<file path="src/rtl/reg_shift_sin_pout.sv">
// Serial-in/parallel-out link receiver: synchronizes the async bit clock, enable and data,
// assembles WIDTH bits LSB-first and hands the word off via a valid/ack output register.
`timescale 1ns/1ps

module reg_shift_sin_pout_sync #(
  parameter int STAGES = 2
) (
  input  logic clk,
  input  logic reset,
  input  logic d,
  output logic q
);
  logic [STAGES-1:0] ff;

  always_ff @(posedge clk or posedge reset)
    if (reset) ff <= '0;
    else       ff <= {ff[STAGES-2:0], d};

  assign q = ff[STAGES-1];
endmodule

module reg_shift_sin_pout #(
  parameter int WIDTH       = 32,
  parameter int SYNC_STAGES = 2
) (
  input  logic             clk,
  input  logic             reset,
  input  logic             rx_clk,
  input  logic             rx_en,
  input  logic             rx_bit,
  output logic [WIDTH-1:0] dout,
  output logic             dout_valid,
  input  logic             dout_ack,
  output logic             rx_busy,
  output logic             frame_err,
  output logic             overrun,
  input  logic             clr_err
);
  localparam int CW = $clog2(WIDTH+1);

  localparam logic [1:0] IDLE  = 2'd0;
  localparam logic [1:0] SHIFT = 2'd1;
  localparam logic [1:0] DONE  = 2'd2;
  localparam logic [1:0] DRAIN = 2'd3;

  logic [2:0]       raw, synced;
  logic             clk_s, en_s, bit_s, clk_d, strobe;
  logic [1:0]       state;
  logic [CW-1:0]    count;
  logic [WIDTH-1:0] sreg;

  assign raw = {rx_bit, rx_en, rx_clk};

  for (genvar g = 0; g < 3; g++) begin : g_sync
    reg_shift_sin_pout_sync #(.STAGES(SYNC_STAGES)) u_sync (
      .clk   (clk),
      .reset (reset),
      .d     (raw[g]),
      .q     (synced[g])
    );
  end

  assign {bit_s, en_s, clk_s} = synced;
  assign strobe  = clk_s & ~clk_d;
  assign rx_busy = (state == SHIFT);

  always_ff @(posedge clk or posedge reset)
    if (reset) clk_d <= 1'b0;
    else       clk_d <= clk_s;

  always_ff @(posedge clk or posedge reset) begin
    if (reset) begin
      state      <= IDLE;
      count      <= '0;
      sreg       <= '0;
      dout       <= '0;
      dout_valid <= 1'b0;
      frame_err  <= 1'b0;
      overrun    <= 1'b0;
    end else begin
      frame_err <= 1'b0;
      if (clr_err)               overrun    <= 1'b0;
      if (dout_valid && dout_ack) dout_valid <= 1'b0;

      case (state)
        IDLE: begin
          if (strobe && en_s) begin
            sreg  <= WIDTH'(bit_s);
            count <= CW'(1);
            state <= (WIDTH == 1) ? DONE : SHIFT;
          end
        end
        SHIFT: begin
          // enable loss takes priority over a coincident strobe
          if (!en_s) begin
            frame_err <= 1'b1;
            sreg      <= '0;
            count     <= '0;
            state     <= IDLE;
          end else if (strobe) begin
            sreg  <= sreg | (WIDTH'(bit_s) << count);
            count <= count + 1'b1;
            if (count == CW'(WIDTH-1)) state <= DONE;
          end
        end
        DONE: begin
          // a coincident ack frees the output register for the new word
          if (!dout_valid || dout_ack) begin
            dout       <= sreg;
            dout_valid <= 1'b1;
          end else begin
            overrun <= 1'b1;
          end
          count <= '0;
          state <= DRAIN;
        end
        DRAIN: begin
          // swallow the transmitter's trailing edges until the frame enable drops
          if (!en_s) state <= IDLE;
        end
        default: state <= IDLE;
      endcase
    end
  end
endmodule

</file>
<file path="config.mk">
export PLATFORM = sky130hd
export DESIGN_NAME = reg_shift_sin_pout
export DESIGN_NICKNAME = d
export VERILOG_FILES = /design/src/rtl/reg_shift_sin_pout.sv
export SDC_FILE = /design/constraint.sdc
export NUM_CORES = 1
export LEC_CHECK = 0
export ABC_AREA = 1
export BUFFER_PORTS_ARGS = -buffer_cell sky130_fd_sc_hd__buf_2
export CORE_ASPECT_RATIO = 0.5
export CORE_MARGIN = 2
export CORE_UTILIZATION = 40
export DETAILED_ROUTE_END_ITERATION = 16
export GPL_ROUTABILITY_DRIVEN = 0
export PLACE_DENSITY = 0.6
export RECOVER_POWER = 25
export REMOVE_ABC_BUFFERS = 1
export SLEW_MARGIN = 20
export SYNTH_ARGS = -nofsm -noshare
export SYNTH_HDL_FRONTEND = slang
export SYNTH_SLANG_ARGS = --single-unit
export TNS_END_PERCENT = 20
</file>
<file path="constraint.sdc">
create_clock -name clk -period 3.1 [get_ports clk]
set_input_delay 0.155 -clock clk [delete_from_list [all_inputs] [get_ports clk]]
set_output_delay 0.155 -clock clk [all_outputs]
set_load 0.005 [all_outputs]
</file>
Yosys cells after proc, flatten, opt, wreduce, memory -nomap -nowiden. Index checks and enable logic that the tools add are counted.

Word-level logic and storage cells: 57. Input port bits: 7. Output and inout port bits: 36. Register bits after elaboration: 82.

Mux-type cells: 22. Reduce and logical (&&, ||, !) cells: 11. Add/subtract/negate cells: 1. Equal/unequal tests: 8. Shifts and indexed selects: 1. Bitwise logic cells: 3.

Operators by type and width (number): 32-bit 2-to-1 mux (3); 32-bit case mux with 2 select lines (1); 32-bit bitwise OR (1); 1-bit by 6-bit << shifter with 32-bit output (1); 6-bit 2-to-1 mux (3); 6-bit case mux with 3 select lines (1); 2-bit 2-to-1 mux (5); 1-bit 2-to-1 mux (8); 2-bit case mux with 4 select lines (1); 6-bit by 1-bit adder with 6-bit output (second input constant) (1); 6-bit by 5-bit == test with 1-bit output (second input constant) (1); 3-bit != test (second input constant) (2); 3-bit AND reduction (2); 2-bit == test (second input constant) (2); 2-bit != test (second input constant) (2); 4-bit AND reduction (1); 3-bit nonzero test (1); 2-bit by 1-bit == test with 1-bit output (second input constant) (1); 1-bit logical AND (2); 2-bit zero test (1); 2-bit AND reduction (1); 2-bit nonzero test (1); 1-bit AND (1); 1-bit zero test (1); other kinds (2) (2).

Depth between registers and ports, before layout.
Depth after elaboration: 5. Mapped depth: 10. Mapped depth without buffers: 9.

Cells and area by module. From an unflattened synthesis, not the netlist that was laid out.

Cells, all modules: 381. Area, all modules: 3661.0 µm².

Modules (own cells, without submodules): reg_shift_sin_pout (area an instance 3499.6 µm², cells each 372, seq. area each 1901.8 µm², instances 1); reg_shift_sin_pout_sync (area an instance 53.8 µm², cells each 3, seq. area each 50.0 µm², instances 3).

Worst setup path after synthesis. No wires, ideal clock.

Path kind: register to register. Start point: reg state[0]. End point: reg dout[0]. Period minus slack after synthesis: 1533 ps. Arrival: 1408 ps. Setup slack: 1567 ps. Setup time: 125 ps. Data required time: 2975 ps. Path buffers: 1. Stages on the path, launching flop included: 6. Cell sequence: dfrtp_1 inv_1 ha_1 nand2_2 buf_2 mux2_2.

Longest elaborated chain between the ends: 2.

Ends and longest elaborated chain: start, declared (line 48) `logic [1:0] state;`; start signal, assigned (line 90) `state <= (WIDTH == 1) ? DONE : SHIFT;`; 2-bit == test (line 85) `case (state)`; 2-bit AND reduction (no line); end signal, assigned (line 109) `dout <= sreg;`; end, declared (line 31) `output logic [WIDTH-1:0] dout,`.

Every way passes these cells. A chain may end at the register's enable or synchronous reset.

==> summary.md <==
| Metric | Value |
|---|---|
| CTS Buf Count | `9` |
| Status | `finished clean` |
| I/O pin count | `43` |
| Post-synth EDFFs | `0` |
| Period utilization | `0.665` |
| Share of layout cells above drive strength 1 | `0.273` |
| Power density cells | `756 nW/um2` |
| DPL Wire Length | `4.51 mm` |
| Critical path startpoint category | `register` |
| CTS sink cnt | `82` |
| Count of input and output buffers | `42` |
| Initial antenna violation count | `0` |
| Per-cell routed wire length | `12.8 um` |
| Die ar. | `9680 um2` |
| Most frequent cells in the layout | `83 x nor2_1, 82 x dfrtp_1, 32 x nand2_1, 30 x mux2_2, 30 x buf_2` |
| Routed vias | `2385` |
| Footprint of the multi-input gates | `1290 um2` |
| Initial core utilization | `0.410` |
| Finished Layout Cells | `505` |
| Mux cell area share after synthesis | `0.0952` |
| Syn. warnings | `0` |
| Slowest cell on crit path | `nor2_4` |
| Total track usage | `0.153` |
| Area share of and/or/nand/nor cells after synthesis | `0.214` |
| Combinational family with the most area after synthesis | `simple AND/OR/NAND/NOR gates` |
| Setup-failing EPs final | `0` |
| Adder-cell share of the synthesized area | `0.0212` |
| FF+latch count, synth | `82` |
| CTS clock-pin slew for the worst setup and hold paths | `60 ps` |
| Die width | `137 um` |
| DRT iter0 DRCs | `137` |
| CTS Buffer Depth | `2` |
| Total number of H-tree levels | `3` |
| Worst vdd ir | `400 uV` |
| RSZ-0062 raised after global routing | `false` |
| Global route total overflow | `0` |
| Xor/xnor cell area share of the yosys netlist | `0` |
| Crit. End Element | `register` |
| Largest net degree at the start of global routing | `37` |
| Fin nets | `396` |
| Max-slew headroom | `0.465` |
| Diode count | `0` |
| Max FO, Critical Path | `31` |
| Cell count after synthesis | `336` |
| Post-DRT Antenna Nets | `0` |
| Die Ht | `70.6 um` |
| Tmin final | `2060 ps` |
| TritonCTS clock tree | `done` |
| CP top delay family | `simple AND/OR/NAND/NOR gates` |
| P&R area growth vs syn | `18.1%` |
| Syn_area_per_cell | `10.6 um2` |
| Seq/Total Area, Yosys | `0.578` |
| Max-cap violations | `0` |
| Clock Skew | `4.50 ps` |
| Most common cell after layout, fill and taps aside | `nor2_1` |
| Row cnt | `24` |
| Lkg Pwr | `0.00208 uW` |
| Synth unique cells | `28` |
| Max Clk Rate | `485 MHz` |
| Fill cell count | `810` |
| Final Hold Vio Count | `0` |
| Initial DRT Pass Iterations | `6` |
| Clk Latency, worst-skew pair | `330 ps` |
| Dpl cells | `485` |
| Arr. time, crit path | `2250 ps` |
| Util after Layout | `0.484` |
| Register Area | `2050 um2` |
| DRC errors left | `0` |
| Core area | `8650 um2` |
| CTS resizes | `0` |
| Vias/cell | `4.72` |
| Hold WC Path Type | `primary input to register` |
| Worst-Margin Slew | `801 ps` |
| Setup TNS | `0 ps` |
| Root Buffer | `clkbuf_16` |
| Vias in the first global route | `2350` |
| Complex-gate fraction of the synthesized area | `0.0332` |
| WP buf/inv | `1` |
| Top FF cell, synth | `dfrtp_1` |
| Fin. max-slew vios | `0` |
| Critical path required time | `3280 ps` |
| Largest stage delay, worst path | `620 ps` |
| Crit path cell chain | `inv_1, ha_1, nand2_2, nand2_4, nand2_4, nand2_2, nor2_4, nor2_1` |
| Async set or reset register ratio after synthesis | `1.00` |
| Post-route setup slack | `1040 ps` |
| Worst Path Class, Setup | `register to register` |
| Mapped Area | `3550 um2` |
| First-pass GRT wire length | `11.5 mm` |
| Final hold slack | `17.2 ps` |
| Final WL | `6.44 mm` |
| Worst slack at placement | `1030 ps` |
==> cell usage after synthesis, drive strengths merged (3+ instances only) <==
cell type | count | share of area
nand2 | 38 | 0.047
dfrtp | 82 | 0.58
o21ai | 11 | 0.016
ha | 6 | 0.021
a21oi | 4 | 0.0067
buf | 10 | 0.024
nand4 | 17 | 0.030
nand3 | 8 | 0.020
clkinv | 3 | 0.0032
nor2 | 98 | 0.12
mux2 | 30 | 0.095
inv | 22 | 0.023
==> per-layer routing <==
metal / vias to the layer above / global-route usage / wire length (um)
met1: 1143 / 0.209 / 3060
met3: 6 / 0.0573 / 380
met5: - / 0 / 0
li1: 1184 / - / -
met2: 52 / 0.228 / 2940
met4: 0 / 0.0515 / 67
==> cell families (layout without fill, tap and decap cells) <==
group	Yosys count	after routing
DFF	82	82
buffers and inverters	37	89
adders and majority gates	6	6
and+or+nand+nor	161	161
AOI/OAI and AO/OA	20	20
muxes	30	30
==> final timing paths <==
kind / startpoint / end / slack [ps] / cells past startpoint
worst max-delay path: register / sreg[29]$_DFFE_PP0P_ / 1040 / 8
worst min-delay path: clr_err / overrun$_DFF_PP0_ / 20 / 2
worst max register to register: register / sreg[29]$_DFFE_PP0P_ / 1040 / 8
worst min register to register: g_sync[0].u_sync.ff[0]$_DFF_PP0_ / g_sync[0].u_sync.ff[1]$_DFF_PP0_ / 350 / 0
max in group asynchronous: reset / dout[8]$_DFFE_PP0P_ / 1890 / 4
min in group asynchronous: reset / count[3]$_DFFE_PP0P_ / 390 / 3
==> layout make-up <==
class | count | share of cell area
sequential | 82 | 0.490
multi-input combinational | 217 | 0.308
clock buffer | 12 | 0.0612
timing repair buffer | 48 | 0.0598
tap | 117 | 0.0350
clock inverter | 4 | 0.0233
inverter | 25 | 0.0227
==> per-stage QoR <==
| step | power [uW] | area [um2] |
|---|---|---|
| after CTS | 3200 | 4200 |
| final | 3170 | 4190 |
| after detailed placement | 1960 | 3810 |
| after global routing | 3360 | 4190 |
| after global placement | 1920 | 3810 |
| after floorplan | 1750 | 3440 |
==> power breakdown <==
group | internal, uW | total [uW] | switching [uW]
clock network | 830 | 1230 | 402
logic | 210 | 720 | 510
registers | 1140 | 1210 | 74.5
==> state kept, by name, summed over array words and instances (netlist names), named ones only <==
name and cells:
g_sync.u_sync.ff 6, dout 32, count 6, overrun 1, sreg 32, clk_d 1
state 1, dout_valid 1, frame_err 1
==> timing repair <==
item | 4_1_cts | 5_1_grt
hold buffers | 4 | 0
setup buffers | 0 | 0
endpoints found under the hold margin | 15 | 0
Note: power is estimated with default switching activity, not from simulation.
